==> src/rtl/theta_row_sched.sv <==
// Anubis theta layer, one 4-byte row per clock, with a single shared row of x2/x4 multipliers.
// Optional THETA_KEYADD_EN fuses the sigma key addition into each written row.
module theta_row_sched #(
    parameter int unsigned N_ROWS = 4
) (
    input  logic                  clk,
    input  logic                  rst,
    input  logic                  in_valid,
    output logic                  in_ready,
    input  logic [32*N_ROWS-1:0]  state_in,
`ifdef THETA_KEYADD_EN
    input  logic [32*N_ROWS-1:0]  key_in,
`endif
    output logic                  out_valid,
    input  logic                  out_ready,
    output logic [32*N_ROWS-1:0]  state_out,
    output logic                  busy
);

    localparam int unsigned W  = 32 * N_ROWS;
    localparam int unsigned CW = (N_ROWS > 1) ? $clog2(N_ROWS) : 1;

    typedef enum logic [1:0] {StIdle, StBusy, StDone} state_e;

    state_e        st;
    logic [CW-1:0] cnt;
    logic [W-1:0]  work;
    logic [31:0]   row_a;
    logic [31:0]   row_b;
    logic [31:0]   row_k;
    logic [31:0]   row_w;
    logic [7:0]    prod [4][4];

`ifdef THETA_KEYADD_EN
    logic [W-1:0]  key_q;
`endif

    // Multiply by x modulo x^8+x^4+x^3+x^2+1.
    function automatic logic [7:0] xt(input logic [7:0] v);
        return {v[6:0], 1'b0} ^ (v[7] ? 8'h1d : 8'h00);
    endfunction

    // Row mux: the only place cnt steers the datapath.
    always_comb begin
        row_a = '0;
        row_k = '0;
        for (int r = 0; r < int'(N_ROWS); r++) begin
            if (CW'(r) == cnt) begin
                row_a = work[W-1-32*r -: 32];
`ifdef THETA_KEYADD_EN
                row_k = key_q[W-1-32*r -: 32];
`endif
            end
        end
    end

    always_comb begin
        for (int i = 0; i < 4; i++) begin
            prod[i][0] = row_a[31-8*i -: 8];
            prod[i][1] = xt(prod[i][0]);
            prod[i][2] = xt(prod[i][1]);
            prod[i][3] = prod[i][1] ^ prod[i][2];
        end
        row_b = '0;
        for (int j = 0; j < 4; j++) begin
            for (int i = 0; i < 4; i++) begin
                row_b[31-8*j -: 8] = row_b[31-8*j -: 8] ^ prod[i][i ^ j];
            end
        end
        row_w = row_b ^ row_k;
    end

    always_ff @(posedge clk) begin
        if (rst) begin
            st        <= StIdle;
            cnt       <= '0;
            work      <= '0;
            state_out <= '0;
            out_valid <= 1'b0;
            busy      <= 1'b0;
            in_ready  <= 1'b1;
`ifdef THETA_KEYADD_EN
            key_q     <= '0;
`endif
        end else begin
            unique case (st)
                StIdle: begin
                    if (in_valid) begin
                        work     <= state_in;
`ifdef THETA_KEYADD_EN
                        key_q    <= key_in;
`endif
                        cnt      <= '0;
                        st       <= StBusy;
                        in_ready <= 1'b0;
                        busy     <= 1'b1;
                    end
                end
                StBusy: begin
                    for (int r = 0; r < int'(N_ROWS); r++) begin
                        if (CW'(r) == cnt) begin
                            state_out[W-1-32*r -: 32] <= row_w;
                        end
                    end
                    if (cnt == CW'(N_ROWS - 1)) begin
                        st        <= StDone;
                        busy      <= 1'b0;
                        out_valid <= 1'b1;
                    end else begin
                        cnt <= cnt + 1'b1;
                    end
                end
                StDone: begin
                    if (out_ready) begin
                        st        <= StIdle;
                        out_valid <= 1'b0;
                        in_ready  <= 1'b1;
                    end
                end
                default: st <= StIdle;
            endcase
        end
    end

endmodule

==> config.mk <==
export PLATFORM = sky130hd
export DESIGN_NAME = theta_row_sched
export DESIGN_NICKNAME = d
export VERILOG_FILES = /design/src/rtl/theta_row_sched.sv
export SDC_FILE = /design/constraint.sdc
export NUM_CORES = 1
export LEC_CHECK = 0
export CORE_MARGIN = 2
export CORE_UTILIZATION = 35
export CTS_CLUSTER_DIAMETER = 150
export DETAILED_ROUTE_END_ITERATION = 10
export SLEW_MARGIN = 10
export SYNTH_ARGS = -nofsm -noshare
export SYNTH_HDL_FRONTEND = slang
export SYNTH_SLANG_ARGS = --single-unit
==> constraint.sdc <==
create_clock -name clk -period 3.6 [get_ports clk]
set_input_delay 0.54 -clock clk [delete_from_list [all_inputs] [get_ports clk]]
set_output_delay 0.54 -clock clk [all_outputs]
set_load 0.005 [all_outputs]
==> flow_metrics.env, run 1 <==
export IMPL_p_per_area_nw_per_um2=523.0
export IMPL_first_iter_violations=633
export IMPL_p_leak_nw=5.671
export IMPL_nets=1800
export IMPL_fin_skew_ps=15.45
export IMPL_tightest_slew_ps=1105
export IMPL_cts_buffers=28
export IMPL_clk_latency_ps=540
export IMPL_synth_area_um2=11790
export IMPL_yosysSeqAreaShare_pct=44.68
export IMPL_place_congestion=0.8930
export IMPL_ys_seq_elements=263
export IMPL_die_w_um=187.5
export IMPL_critPathLaunch="cnt[0]$_SDFFE_PP0P_"
export IMPL_vdd_drop_max_uv=350.3
export IMPL_finalCriticalPeriod_ps=3287
export IMPL_drtPass1Iterations=4
export IMPL_final_cell_mix="340 x nand2_1, 263 x dfxtp_1, 261 x clkdlybuf4s50_1"
export IMPL_setup_viol=0
export IMPL_grtUsageMet2_pct=35.20
export IMPL_clk_pin_slew_worst_paths_ps=60
export IMPL_met1_usage_pct=27.78
export IMPL_slew_headroom_pct=26.18
export IMPL_final_common_cell="nand2_1"
export IMPL_hp_class="input pin to flip-flop"
export IMPL_fillers=3324
export IMPL_timing_critical_path_fanout_max=17
export IMPL_met3_usage_pct=3.331
export IMPL_cts_tree="done"
export IMPL_ant_nets=0
export IMPL_holdPathStages=2
export IMPL_synth_largest_area_cell="dfxtp_1"
export IMPL_hold_viol_final=0
export IMPL_via_count=10295
export IMPL_io_pin_count=263
export IMPL_wl_um=38060
export IMPL_drv_cap=0
export IMPL_drc=0
export IMPL_antenna_found_initial=0
export IMPL_final_area_um2=15780
export IMPL_grt_overflow=0
export IMPL_swShare_pct=30.45
export IMPL_max_freq_mhz=304.2
export IMPL_htree_levels=1
export IMPL_finalSetupTns_ps=0
export IMPL_end_kind="flip-flop"
export IMPL_rows=67
export IMPL_grt_pass1_wl_um=57040
export IMPL_grt_max_degree=143
export IMPL_worstHoldStart="rst"
export IMPL_dp_hpwl_um=28150
export IMPL_grt_use_total_pct=20.78
export IMPL_fp_dieH_um=187.5
export IMPL_cpPeakStageDelay_ps=470
export IMPL_gr_max_usage_layer="met2"
export IMPL_r2r_start="cnt[0]$_SDFFE_PP0P_"
export IMPL_holdBufCountCts=0
export IMPL_crit_required_ps=4070
export IMPL_path_class="flip-flop to flip-flop"
export IMPL_synthTopCellsByArea="dfxtp_1 45%, nand2_1 11%, a21oi_1 7.8%, nor2_1 6.0%, xnor2_1 5.3%"
export IMPL_dpl_cell_area_um2=14820
export IMPL_critPathSlowestCell="xor3_1"
export IMPL_area_growth_synth_to_final_pct=33.90
export IMPL_outcome="complete, no violations"
export IMPL_rsz0062_at_grt="no"
export IMPL_syn_inst=1434
export IMPL_ff2ff_path_depth=11
export IMPL_whs_ps=381.2
export IMPL_worstPathArrival_ps=3760
export IMPL_syn_num_nets=1570
export IMPL_cts_root_buf="clkbuf_16"
export IMPL_internal_power_mw=5.740
export IMPL_avgSynthCellArea_um2=8.218
export IMPL_drv_slew=0
export IMPL_start_kind="flip-flop"
export IMPL_switchingPower_mw=2.513
export IMPL_layout_drive_gt1_share_pct=8.026
export IMPL_synth_top_area_share_pct=44.68
export IMPL_fin_crit_sh_pct=91.32
export IMPL_die_area_um2=35160
export IMPL_yosys_warnings=0
export IMPL_clkSinkCount=263
export IMPL_detail_route_vias_per_cell=4.833
export IMPL_pwr_share_seq_pct=38.7
export IMPL_core_area_um2=33360
export IMPL_power_share_clock_pct=33.7
export IMPL_synth_distinct_cells=45
export IMPL_p_comb_share_pct=27.6
export IMPL_grt_pass1_vias=9799
export IMPL_wl_per_cell_um=17.87
export IMPL_diodes=0
export IMPL_io_buffers=262
export IMPL_cts_buffer_depth=3
export IMPL_initial_utilization_pct=35.32
export IMPL_crit_chain="inv_1 -> ha_2 -> buf_4 -> or2b_1 -> mux2i_1 -> a31oi_4 -> xnor2_1 -> xnor3_2 -> xor3_1 -> nor2_1 -> nor3_2"
## path summary, 6_finish.rpt
kind | end | slack (ps)
max | state_out[100]$_SDFFE_PP0P_ | 310
min | state_out[30]$_SDFFE_PP0P_ | 380
min reg2reg | state_out[41]$_SDFFE_PP0P_ | 450
max reg2reg | state_out[100]$_SDFFE_PP0P_ | 310
## Yosys cell counts, drive strengths merged
cell	count
a211oi	30
a21oi	183
a221oi	2
a22oi	11
a31oi	16
and2	4
buf	31
clkbuf	74
dfxtp	263
ha	4
inv	14
mux2	1
mux2i	21
nand2	340
nand2b	14
nand3b	21
nor2	190
nor2b	6
nor3	76
nor3b	2
o21ai	14
o21bai	1
or2	1
or2b	4
xnor2	82
xnor3	14
xor2	13
xor3	2
## kinds of logic (layout without fill, tap and decap cells)
kind of cell             Yosys count  in the layout  synth area share (%)
XOR/XNOR                         111            111                 10.97
AO/OA/AOI/OAI                    257            257                 13.40
multiplexers                      22             22                 1.879
adder cells (fa/ha/maj)            4              4                0.4247
buffers and inverters            119            367                 4.778
flip-flops                       263            263                 44.68
AND/OR/NAND/NOR                  658            658                 23.88
## repair_timing
item / CTS / global route
buffers inserted: 0 / 7
setup endpoints to repair: 0 / 1
gates resized for setup: 0 / 1
## metrics by stage
step | setup WS, ps | utilization [%] | instances | power [mW]
global placement | 338.6 | 44.43 | 2075 | 5.532
global route | 67.89 | 47.30 | 2130 | 8.596
finish | 312.6 | 47.30 | 2130 | 8.253
floorplan | 826.7 | - | 1434 | 4.591
CTS | 254.2 | 47.07 | 2123 | 8.330
detailed placement | 289.4 | 44.43 | 2075 | 5.540
## critical path, delay by kind of cell, from the launching register on
family                   cells  cell delay [ps]
AO/OA/AOI/OAI                1              110
XOR/XNOR                     3             1220
adder cells (fa/ha/maj)      1              390
buffers and inverters        2              330
flip-flops                   1              370
multiplexers                 1              300
AND/OR/NAND/NOR              3              490
## metal layers
metal  up-vias  part of all wire (%)  wire length, um
met5         -                     0                0
li1       5157                     -                -
met1      4810                    45            17150
met2       276                    48            18120
met3        52                   5.2             1977
met4         0                   2.1              816
## flip-flops by register name, summed over array words and instances, names as in the netlist
register	flops
busy	1
cnt	2
in_ready	1
out_valid	1
st	2
state_out	128
work	128
## layout make-up
cell class	instances	area [um^2]	share of cell area [%]
Multi-Input combinational cell	1052	5984	37.92
Sequential cell	263	5265	33.37
Timing Repair Buffer	305	3037	19.24
Clock buffer	43	828.3	5.249
Tap cell	448	560.5	3.552
Clock inverter	5	52.55	0.3330
Inverter	14	52.55	0.3330
## power by group through the flow
stage	Combinational, mW	Sequential, mW	Clock [mW]
2_1_floorplan	1.37	3.22	0
3_3_place_gp	2.28	3.26	0
3_5_place_dp	2.28	3.26	0
4_1_cts	2.30	3.19	2.84
5_1_grt	2.44	3.21	2.95
6_report	2.27	3.20	2.78
Note: power is estimated with default switching activity, not from simulation.
==> run 2, diff against run 1 <==
Settings changed: DONT_BUFFER_PORTS set to 1, TNS_END_PERCENT set to 20.
==> run 2 against run 1 <==
  * Clock skew down 0.73 ps
  * Sequential power about the same
  * First-iteration DRC count up 7.0%
  * Worst hold slack worse by 300 ps
  * Combinational power down 11%
  * Non-clock buffer count down 255
  * Largest cell class unchanged
==> flow_metrics.env, run 2 (synthesis results as in run 1) <==
export IMPL_outcome="complete, no violations"
export IMPL_cts_tree="done"
export IMPL_max_freq_mhz=299.4
export IMPL_layout_drive_gt1_share_pct=10.34
export IMPL_grt_use_total_pct=20.73
export IMPL_hp_class="input pin to flip-flop"
export IMPL_io_pin_count=263
export IMPL_drv_cap=0
export IMPL_drc=0
export IMPL_finalSetupTns_ps=0
export IMPL_ant_nets=0
export IMPL_initial_utilization_pct=35.32
export IMPL_cts_buffers=29
export IMPL_path_class="flip-flop to flip-flop"
export IMPL_wl_um=37470
export IMPL_r2r_start="cnt[1]$_SDFFE_PP0P_"
export IMPL_fillers=3492
export IMPL_worstReg2RegEnd="state_out[59]$_SDFFE_PP0P_"
export IMPL_timing_critical_path_fanout_max=35
export IMPL_dp_hpwl_um=27290
export IMPL_drtPass1Iterations=5
export IMPL_drv_slew=0
export IMPL_holdPathStages=1
export IMPL_fin_total_pwr_mw=8.294
export IMPL_via_count=9341
export IMPL_fp_dieH_um=187.5
export IMPL_rsz0062_at_grt="no"
export IMPL_holdPathEnd="state_out[64]$_SDFFE_PP0P_"
export IMPL_p_per_area_nw_per_um2=624.8
export IMPL_p_leak_nw=4.779
export IMPL_diodes=0
export IMPL_tightest_slew_ps=1147
export IMPL_io_buffers=0
export IMPL_wl_per_cell_um=19.94
export IMPL_grt_pass1_vias=9242
export IMPL_final_common_cell="nand2_1"
export IMPL_die_area_um2=35160
export IMPL_nets=1546
export IMPL_grt_pass1_wl_um=56150
export IMPL_slew_headroom_pct=23.38
export IMPL_clkSinkCount=263
export IMPL_rows=67
export IMPL_holdBufCountCts=0
export IMPL_fin_crit_sh_pct=92.79
export IMPL_post_cts_buffers=0
export IMPL_place_congestion=0.8849
export IMPL_hold_viol_final=0
export IMPL_grt_max_degree=264
export IMPL_setup_viol=0
export IMPL_die_w_um=187.5
export IMPL_area_growth_synth_to_final_pct=12.63
export IMPL_htree_levels=1
export IMPL_cts_root_buf="clkbuf_16"
export IMPL_core_area_um2=33360
export IMPL_crit_required_ps=4060
export IMPL_cts_buffer_depth=3
export IMPL_vdd_drop_max_uv=349.3
export IMPL_first_iter_violations=677
export IMPL_worstHoldStart="rst"
export IMPL_clk_latency_ps=550
export IMPL_end_kind="flip-flop"
export IMPL_detail_route_vias_per_cell=4.971
export IMPL_finalCriticalPeriod_ps=3340
export IMPL_start_kind="flip-flop"
export IMPL_final_cell_mix="340 x nand2_1, 263 x dfxtp_1, 188 x nor2_1"
export IMPL_fin_skew_ps=14.72
export IMPL_ff2ff_path_depth=11
export IMPL_ff2ff_setup_slack_ps=260
export IMPL_worstPathArrival_ps=3800
export IMPL_grt_overflow=0
export IMPL_antenna_found_initial=0
export IMPL_clk_pin_slew_worst_paths_ps=70
export IMPL_reg_top3="state_out (128), work (128)"
==> run 2: cell types whose count changed in the layout (fill, tap and decap cells not counted) <==
cell and delta:
clkbuf_8 +2, clkbuf_1 -3, ha_4 +1, bufinv_16 +2, buf_4 +11, ha_2 -1
inv_6 +2, clkdlybuf4s50_1 -261, buf_12 -4
==> run 2: report_power, final <==
group / total (mW) / switching [mW] / internal, mW
logic: 2.02 / 1.18 / 0.834
clock network: 3.06 / 1.20 / 1.86
registers: 3.22 / 0.139 / 3.08
==> run 2: cell type report <==
cell class,count,area (um^2),share of cell area [%]
Multi-Input combinational cell,1052,5995,45.16
Sequential cell,263,5265,39.66
Clock buffer,43,858.3,6.466
Tap cell,448,560.5,4.223
Timing Repair Buffer,50,412.9,3.111
Clock inverter,9,130.1,0.9803
Inverter,14,52.55,0.3959
==> run 2: timing repair <==
item,CTS,global route
hold endpoints to repair,0,0
gates resized for setup,0,2
setup endpoints to repair,0,2
==> run 2: worst max path at each step <==
stage                         from                           to  slack, ps  cells past startpoint
2_1_floorplan  cnt[0]$_SDFFE_PP0P_  state_out[100]$_SDFFE_PP0P_        830                     10
3_3_place_gp   cnt[0]$_SDFFE_PP0P_   state_out[59]$_SDFFE_PP0P_        230                     10
3_5_place_dp   cnt[0]$_SDFFE_PP0P_   state_out[59]$_SDFFE_PP0P_        190                     10
4_1_cts        cnt[0]$_SDFFE_PP0P_   state_out[59]$_SDFFE_PP0P_        130                     10
5_1_grt        cnt[1]$_SDFFE_PP0P_   state_out[59]$_SDFFE_PP0P_         30                     11
6_report       cnt[1]$_SDFFE_PP0P_   state_out[59]$_SDFFE_PP0P_        260                     11
==> run 2: stage by stage <==
step | util [%] | worst slack (ps) | std cells | hold slack, ps | area [um^2]
final | 39.78 | 259.5 | 1879 | 85.07 | 13270
after global routing | 39.78 | 31.74 | 1879 | 60.73 | 13270
after CTS | 39.72 | 131.6 | 1879 | 51.95 | 13250
after detailed placement | 36.76 | 186.6 | 1827 | 447.4 | 12270
after global placement | 36.76 | 226.7 | 1827 | 445.2 | 12270
after floorplan | - | 826.7 | 1434 | 431.2 | 11790
==> run 2: critical path, stage by stage (launching register included) <==
cell and delay (ps):
dfxtp_1 450, inv_1 100, ha_2 380, buf_4 270, nand3b_4 190, a221oi_4 330
buf_4 230, xnor2_2 190, xnor3_1 510, xnor2_2 260, nor2_1 90, nor3_1 230
==> run 2: metal layers <==
layer	global-route usage [%]	vias up	part of all wire [%]	wire [um]
li1	-	4652	-	-
met3	4.754	56	7.4	2789
met2	35.27	322	47	17580
met5	0	-	0	0
met1	26.81	4311	44	16360
met4	4.634	0	2.0	743
